### src/rtl/store_port_responder.sv
// D$ store-port responder: grants write requests into a small in-order FIFO
// that drains one entry per memory grant, with a page-offset hazard check.
package store_port_pkg;
  localparam int unsigned XLEN               = 64;
  localparam int unsigned DCACHE_INDEX_WIDTH = 12;
  localparam int unsigned DCACHE_TAG_WIDTH   = 20;
  localparam int unsigned TRANS_ID_BITS      = 2;

  typedef struct packed {
    logic [DCACHE_INDEX_WIDTH-1:0] address_index;
    logic [DCACHE_TAG_WIDTH-1:0]   address_tag;
    logic [XLEN-1:0]               data_wdata;
    logic                          data_req;
    logic                          data_we;
    logic [XLEN/8-1:0]             data_be;
    logic [1:0]                    data_size;
    logic [TRANS_ID_BITS-1:0]      data_id;
    logic                          kill_req;
    logic                          tag_valid;
  } dcache_req_i_t;

  typedef struct packed {
    logic                     data_gnt;
    logic                     data_rvalid;
    logic [TRANS_ID_BITS-1:0] data_id;
    logic [XLEN-1:0]          data_rdata;
  } dcache_req_o_t;
endpackage

module store_port_responder
  import store_port_pkg::*;
#(
  parameter int unsigned DEPTH = 4
) (
  input  logic                                       clk_i,
  input  logic                                       rst_ni,
  input  logic                                       flush_i,
  input  dcache_req_i_t                              req_port_i,
  output dcache_req_o_t                              req_port_o,
  output logic                                       mem_req_o,
  input  logic                                       mem_gnt_i,
  output logic [DCACHE_TAG_WIDTH+DCACHE_INDEX_WIDTH-1:0] mem_addr_o,
  output logic [XLEN-1:0]                            mem_wdata_o,
  output logic [XLEN/8-1:0]                          mem_be_o,
  output logic [1:0]                                 mem_size_o,
  input  logic [11:0]                                page_offset_i,
  output logic                                       page_offset_matches_o,
  output logic                                       empty_o,
  output logic                                       unsupported_o
);
  localparam int unsigned PW = $clog2(DEPTH);
  localparam int unsigned AW = DCACHE_TAG_WIDTH + DCACHE_INDEX_WIDTH;
  localparam int unsigned BW = XLEN / 8;
  localparam logic [PW:0] CNT_FULL = (PW+1)'(DEPTH);

  logic [DEPTH-1:0][AW-1:0]   r_addr;
  logic [DEPTH-1:0][XLEN-1:0] r_wdata;
  logic [DEPTH-1:0][BW-1:0]   r_be;
  logic [DEPTH-1:0][1:0]      r_size;
  logic [DEPTH-1:0]           r_vld;
  logic [PW-1:0]              r_rd_ptr, r_wr_ptr;
  logic [PW:0]                r_cnt;
  logic                       r_rvalid, r_unsup;

  logic             w_push, w_pop, w_read;
  logic [DEPTH-1:0] w_hit;
  logic             w_unused_fields;

  // No pass-through when full: a same-cycle drain only frees space next cycle.
  assign w_push = req_port_i.data_req & req_port_i.data_we & ~flush_i & (r_cnt < CNT_FULL);
  assign w_pop  = mem_req_o & mem_gnt_i;
  assign w_read = req_port_i.data_req & ~req_port_i.data_we;

  assign w_unused_fields = ^{req_port_i.kill_req, req_port_i.tag_valid,
                             req_port_i.data_id, page_offset_i[2:0]};

  always_ff @(posedge clk_i or negedge rst_ni) begin
    if (!rst_ni) begin
      r_addr   <= '0;
      r_wdata  <= '0;
      r_be     <= '0;
      r_size   <= '0;
      r_vld    <= '0;
      r_rd_ptr <= '0;
      r_wr_ptr <= '0;
      r_cnt    <= '0;
      r_rvalid <= 1'b0;
      r_unsup  <= 1'b0;
    end else begin
      if (w_push) begin
        r_addr[r_wr_ptr]  <= {req_port_i.address_tag, req_port_i.address_index};
        r_wdata[r_wr_ptr] <= req_port_i.data_wdata;
        r_be[r_wr_ptr]    <= req_port_i.data_be;
        r_size[r_wr_ptr]  <= req_port_i.data_size;
        r_vld[r_wr_ptr]   <= 1'b1;
        r_wr_ptr          <= r_wr_ptr + 1'b1;
      end
      if (w_pop) begin
        r_vld[r_rd_ptr] <= 1'b0;
        r_rd_ptr        <= r_rd_ptr + 1'b1;
      end
      case ({w_push, w_pop})
        2'b10:   r_cnt <= r_cnt + 1'b1;
        2'b01:   r_cnt <= r_cnt - 1'b1;
        default: r_cnt <= r_cnt;
      endcase
      r_rvalid <= w_push;
      if (w_read) r_unsup <= 1'b1;
    end
  end

  // Per-entry page-offset comparators, qualified by entry valid.
  for (genvar g = 0; g < DEPTH; g++) begin : g_hit
    assign w_hit[g] = r_vld[g] & (r_addr[g][11:3] == page_offset_i[11:3]);
  end

  assign page_offset_matches_o = (|w_hit) |
    (w_push & (req_port_i.address_index[11:3] == page_offset_i[11:3]));

  always_comb begin
    req_port_o             = '0;
    req_port_o.data_gnt    = w_push;
    req_port_o.data_rvalid = r_rvalid;
  end

  assign mem_req_o     = (r_cnt != '0);
  assign mem_addr_o    = r_addr[r_rd_ptr];
  assign mem_wdata_o   = r_wdata[r_rd_ptr];
  assign mem_be_o      = r_be[r_rd_ptr];
  assign mem_size_o    = r_size[r_rd_ptr];
  assign empty_o       = (r_cnt == '0);
  assign unsupported_o = r_unsup;
endmodule

### config.mk
export PLATFORM = sky130hd
export DESIGN_NAME = store_port_responder
export DESIGN_NICKNAME = d
export VERILOG_FILES = /design/src/rtl/store_port_responder.sv
export SDC_FILE = /design/constraint.sdc
export NUM_CORES = 1
export LEC_CHECK = 0
export CAP_MARGIN = 20
export CORE_AREA = 2 2 241 243
export CTS_CLUSTER_SIZE = 20
export DETAILED_ROUTE_END_ITERATION = 16
export DIE_AREA = 0 0 243 245
export GPL_ROUTABILITY_DRIVEN = 0
export PLACE_DENSITY_LB_ADDON = 0.15
export SKIP_LAST_GASP = 1
export SYNTH_ARGS = -nofsm -noshare
export SYNTH_HDL_FRONTEND = slang
export SYNTH_SLANG_ARGS = --single-unit
### constraint.sdc
create_clock -name clk_i -period 7.8 [get_ports clk_i]
set_clock_uncertainty 0.1 [all_clocks]
set_input_delay 2.34 -clock clk_i [delete_from_list [all_inputs] [get_ports clk_i]]
set_output_delay 2.34 -clock clk_i [all_outputs]
set_load 0.03 [all_outputs]
==> results of run 1 <==
==> flip-flops by register name, indices dropped and copies added (netlist names) <==
register / count
r_addr: 128
r_be: 32
r_cnt: 3
r_rd_ptr: 2
r_rvalid: 1
r_size: 8
r_vld: 4
r_wdata: 256
r_wr_ptr: 2
unsupported_o: 1
==> through the flow <==
stage	cell area [µm²]	setup WS [ns]	utilization (%)	cells	hold WS (ns)
floorplan	20000	1.66	-	1289	0.361
global placement	22700	0.699	39.8	2155	0.342
detailed placement	22700	0.723	39.8	2155	0.381
CTS	24300	0.709	42.7	2243	0.393
global route	24300	0.611	42.7	2243	0.401
finish	24300	0.725	42.7	2244	0.378
==> final timing paths <==
kind	start	to	slack [ns]
setup / recovery	req_port_i[14]	page_offset_matches_o	0.73
hold / removal	unsupported_o	unsupported_o	0.38
setup reg to reg	r_cnt[2]	r_wdata[134]	4.70
hold reg to reg	unsupported_o	unsupported_o	0.38
max in group asynchronous	rst_ni	r_wdata[174]	4.78
min in group asynchronous	rst_ni	r_wdata[80]	1.69
==> area by class of cell <==
| cell class | instances | area share, % |
|---|---|---|
| Sequential cell | 437 | 45.0 |
| Multi-Input combinational cell | 695 | 33.9 |
| Timing Repair Buffer | 248 | 10.3 |
| Clock buffer | 77 | 6.14 |
| Tap cell | 765 | 3.93 |
| Clock inverter | 11 | 0.596 |
| Inverter | 10 | 0.154 |
| Antenna cell | 1 | 0.0103 |
==> logic make-up (layout without fill, tap and decap cells) <==
kind of cell             count (synthesis)  after routing  synth area share [%]
multiplexers                           531            531                  36.2
buffers and inverters                  157            346                  4.48
AO/OA/AOI/OAI                           12             12                 0.335
other                                    1             67                0.0189
XOR/XNOR                                50             50                  2.21
adder cells (fa/ha/maj)                 10             10                 0.670
flip-flops                             437            437                  55.2
AND/OR/NAND/NOR                         26             26                 0.859
==> layout by cell type, fill, tap and decap left out, types with 3 or more instances in the layout <==
master	netlist	final
mux2_2	424	424
nand2_1	3	3
clkinv_2	0	4
buf_12	0	5
inv_1	10	10
xnor2_1	22	22
a21oi_1	8	8
dfrtp_1	437	435
clkbuf_8	0	10
xor2_1	28	28
clkbuf_16	0	52
nand4_1	7	7
ha_1	9	9
mux4_2	106	106
clkbuf_1	47	15
clkinv_8	0	3
buf_4	69	11
nor4_1	6	6
nand2_4	0	4
conb_1	1	66
clkdlybuf4s50_1	0	231
==> power groups by stage <==
stage | clock [mW] | sequential [mW] | combinational, mW
after global routing | 2.52 | 4.11 | 4.91
final | 2.34 | 3.97 | 4.63
after global placement | 0 | 3.97 | 4.65
after detailed placement | 0 | 4.01 | 4.69
after floorplan | 0 | 3.68 | 3.32
after CTS | 2.43 | 3.98 | 4.71
==> critical path: stages <==
cell and delay [ns]:
clkdlybuf4s50_1 0.46, inv_1 0.07, nor4b_4 0.38, nand4_1 0.14, or4_1 0.43, nand4_1 0.13
clkdlybuf4s50_1 0.68
==> routing by layer <==
metal	routed length, µm	GRT usage (%)	vias to the layer above	part of all wire (%)
met5	54	0	-	0.12
met4	972	4.67	8	2.1
met3	2710	4.45	76	5.9
met2	22000	25.7	211	48
met1	20100	20.2	5817	44
li1	-	-	4796	-
==> flow_summary.json, run 1 <==
{
  "ant_nets": 0,
  "postSynthAreaPerCell_um2": 16.2,
  "antenna_found_initial": 4,
  "drt_iter0_drc": 385,
  "grtUsageTotal_pct": 15.7,
  "holdPathStages": 1,
  "synth_cell_types": 27,
  "grt_pass1_vias": 12000,
  "synth_flop_cell": "dfrtp_1",
  "setup_viol": 0,
  "wl_um": 45900,
  "r2r.worst_path.cells": 5,
  "yosys_warnings": 0,
  "seq_power_share_pct": 36.3,
  "maxCapViolCount": 0,
  "final-max-slew-violation-count": 0,
  "ios": 306,
  "pwr-share-comb_pct": 42.3,
  "rsz0062_at_grt": "false",
  "numCtsBuffers": 52,
  "synthTopCellsByArea": "dfrtp_1 55%, mux2_2 24%, mux4_2 12%",
  "final.period_utilization_pct": 90.7,
  "port-buffer-count": 232,
  "dp_hpwl_um": 27600,
  "dr.pass1.iters": 4,
  "synth_edf_count": 0,
  "cp-start-kind": "primary input",
  "htreeDepth": 2,
  "layout.nets": 1582,
  "multi_input_area_um2": 8250,
  "netlist_area_um2": 19800,
  "die_h_um": 245,
  "cts_tree": "yes",
  "p_sw_mw": 3.77,
  "max_slew_margin_pct": 33.8,
  "min_period_ns": 7.07,
  "powerDensity_nw_per_um2": 449,
  "synthCells": 1224,
  "tightest_slew_ns": 0.993,
  "cts_hold_buf": 0,
  "grt_max_degree": 115,
  "num_rows": 88,
  "core_um2": 57000,
  "clockBufferDepth": 3,
  "post_drt_wl_per_cell_um": 20.4,
  "peakVddDrop_mv": 0.229,
  "ys_seq_elements": 437,
  "clk_pin_slew_ns": 0.05,
  "status": "complete, no violations",
  "die_w_um": 243,
  "power.total_mw": 10.9,
  "ys_seq_area_share_pct": 55.2,
  "via_count": 10900,
  "intPower_mw": 7.16,
  "seq_area_um2": 10900,
  "die_area_um2": 59500,
  "hold_viol_final": 0,
  "setup_tns_ns": 0,
  "power_frac_clock_pct": 21.4,
  "max_freq_ghz": 0.141,
  "async_flop_share_pct": 100,
  "hold_class": "reg2reg",
  "cts.repair.resized": 0,
  "via_per_inst": 4.86,
  "final.fill_count": 5214,
  "worstSetupPathType": "in2out",
  "drcViolationCount": 0,
  "clk_root_buffer_cell": "clkbuf_16",
  "clkLatencyLatePin_ns": 0.59,
  "cp-end-kind": "output pin",
  "cts_setup_buffers": 0,
  "crit_arrival_ns": 4.63,
  "cts.sinks": 437,
  "area_growth_pct": 22.9,
  "yosys.area.top_type_share_pct": 55.2,
  "synth_most_common_cell": "dfrtp_1",
  "p_leak_nw": 10.8,
  "synth_area_leader_cell": "dfrtp_1",
  "swShare_pct": 34.5,
  "worst-path-max-fanout": 2,
  "grt_first_pass_wirelength_um": 72300,
  "cp.required_ns": 5.36,
  "synth_common_cells": "437 x dfrtp_1, 424 x mux2_2, 106 x mux4_2, 69 x buf_4, 47 x clkbuf_1",
  "initial_core_util_pct": 34.7,
  "gr-total-overflow": 0,
  "layout-drive-gt1-share_pct": 42.4
}
Note: power is estimated with default switching activity, not from simulation.
==> inputs of run 2 (changes only) <==
GPL_ROUTABILITY_DRIVEN = not set   (was 0)
==> results of run 2 <==
Same layout as run 1: the final DEF is identical, and so are final timing and power.
==> inputs of run 3 (changes only) <==
clock period = 7.1 ns   (was 7.8 ns; I/O delays follow)
==> flow_summary.json, run 3 (synthesis results as in run 1) <==
{
  "status": "complete, no violations",
  "dp_hpwl_um": 27400,
  "num_rows": 88,
  "cp.required_ns": 4.87,
  "hold_class": "reg2reg",
  "layout-drive-gt1-share_pct": 42.4,
  "antenna_found_initial": 6,
  "cts.sinks": 437,
  "seq_power_share_pct": 36.3,
  "swShare_pct": 34.4,
  "critPathLaunch": "req_port_i[14]",
  "cp-start-kind": "primary input",
  "final_cell_mix": "435 x dfrtp_1, 424 x mux2_2, 230 x clkdlybuf4s50_1",
  "dr.pass1.iters": 4,
  "largest_register_ffs": 256,
  "clk_pin_slew_ns": 0.06,
  "core_um2": 57000,
  "final.period_utilization_pct": 86.8,
  "crit_arrival_ns": 3.93,
  "gr-total-overflow": 0,
  "grt_max_degree": 151,
  "clk_root_buffer_cell": "clkbuf_16",
  "worst-path-max-fanout": 3,
  "pwr-share-comb_pct": 42.5,
  "setup_viol": 0,
  "clkLatencyLatePin_ns": 0.58,
  "area_growth_pct": 22.8,
  "cts_tree": "yes",
  "grt_first_pass_wirelength_um": 72500,
  "rsz0062_at_grt": "false",
  "port-buffer-count": 232,
  "peakVddDrop_mv": 0.251,
  "die_h_um": 245,
  "tightest_slew_ns": 0.948,
  "wl_um": 45800,
  "p_leak_nw": 10.9,
  "fin_util_pct": 42.6,
  "maxCapViolCount": 0,
  "max_slew_margin_pct": 36.8,
  "placed_area_um2": 22700,
  "top_register": "r_wdata",
  "worstSetupPathType": "in2out",
  "htreeDepth": 2,
  "die_area_um2": 59500,
  "hold_viol_final": 0,
  "p_sw_mw": 4.12,
  "power_frac_clock_pct": 21.2,
  "numCtsBuffers": 50,
  "power.total_mw": 12.0,
  "powerDensity_nw_per_um2": 493,
  "top_regs": "r_wdata: 256 flops, r_addr: 128 flops, r_be: 32 flops",
  "via_count": 10900,
  "setup_tns_ns": 0,
  "r2r-start": "r_cnt[2]",
  "final_area_um2": 24300,
  "initial_core_util_pct": 34.7,
  "cts_hold_buf": 0,
  "cts.repair.resized": 0,
  "diodes": 0,
  "min_period_ns": 6.16,
  "grtUsageTotal_pct": 15.6,
  "r2r-end": "r_size[3]",
  "hold_ws_ns": 0.360,
  "drt_iter0_drc": 354,
  "clockBufferDepth": 3,
  "r2r.worst_path.cells": 5,
  "final-max-slew-violation-count": 0,
  "post_drt_wl_per_cell_um": 20.4,
  "max_freq_ghz": 0.162,
  "grt_pass1_vias": 12100,
  "gp_congestion": 0.744,
  "layout.nets": 1581,
  "via_per_inst": 4.87,
  "worstSetupEndpoint": "page_offset_matches_o",
  "ios": 306,
  "drcViolationCount": 0,
  "cp-end-kind": "output pin",
  "cts_setup_buffers": 0,
  "intPower_mw": 7.86,
  "ant_nets": 0,
  "final_common_cell": "dfrtp_1",
  "die_w_um": 243,
  "rrSetupSlack_ns": 4.17
}
run 3: changes by cell type in the layout (fill, tap and decap cells not counted), sizes merged:
cell and change:
bufinv +1, diode -1, inv +2, clkbuf +1, clkinvlp -1, buf +2, clkdlybuf4s50 -1
run 3: layer usage:
layer	up-vias	wire, µm	GRT usage (%)
met1	5829	19800	20.1
met3	67	2980	4.76
li1	4807	-	-
met5	-	80	0
met2	222	22200	25.7
met4	12	796	4.10
run 3: final cells by class:
cell class / count / area (µm²)
clock buffer: 78 / 1460
inverter: 10 / 37.5
sequential: 437 / 10900
fill: 5208 / 32700
clock inverter: 13 / 159
tap: 765 / 957
multi-input combinational: 695 / 8250
timing repair buffer: 249 / 2510
run 3: power groups by stage:
stage                     clock (mW)  combinational [mW]  sequential (mW)
after floorplan                    0                3.65             4.04
after global placement             0                5.12             4.36
after detailed placement           0                5.17             4.40
after CTS                       2.64                5.19             4.36
after global routing            2.75                5.41             4.51
final                           2.54                5.09             4.35
run 3: worst min path at each step:
stage	to	depth (start not counted)	start	slack, ns
after floorplan	r_cnt[0]	1	r_cnt[0]	0.36
after global placement	unsupported_o	1	unsupported_o	0.34
after detailed placement	unsupported_o	1	unsupported_o	0.35
after CTS	unsupported_o	1	unsupported_o	0.36
after global routing	unsupported_o	1	unsupported_o	0.37
final	unsupported_o	1	unsupported_o	0.36
run 3: per-stage QoR:
step / instances / worst slack (ns)
6_report: 2247 / 0.937
5_1_grt: 2247 / 0.848
3_5_place_dp: 2156 / 0.902
3_3_place_gp: 2156 / 0.880
2_1_floorplan: 1289 / 1.38
4_1_cts: 2247 / 0.901
run 3: critical path, cell delays in order:
cell and delay (ns):
clkdlybuf4s50_1 0.46, inv_1 0.07, nor4b_4 0.40, nand4_1 0.15
or4_1 0.42, nand4_1 0.13, buf_4 0.18
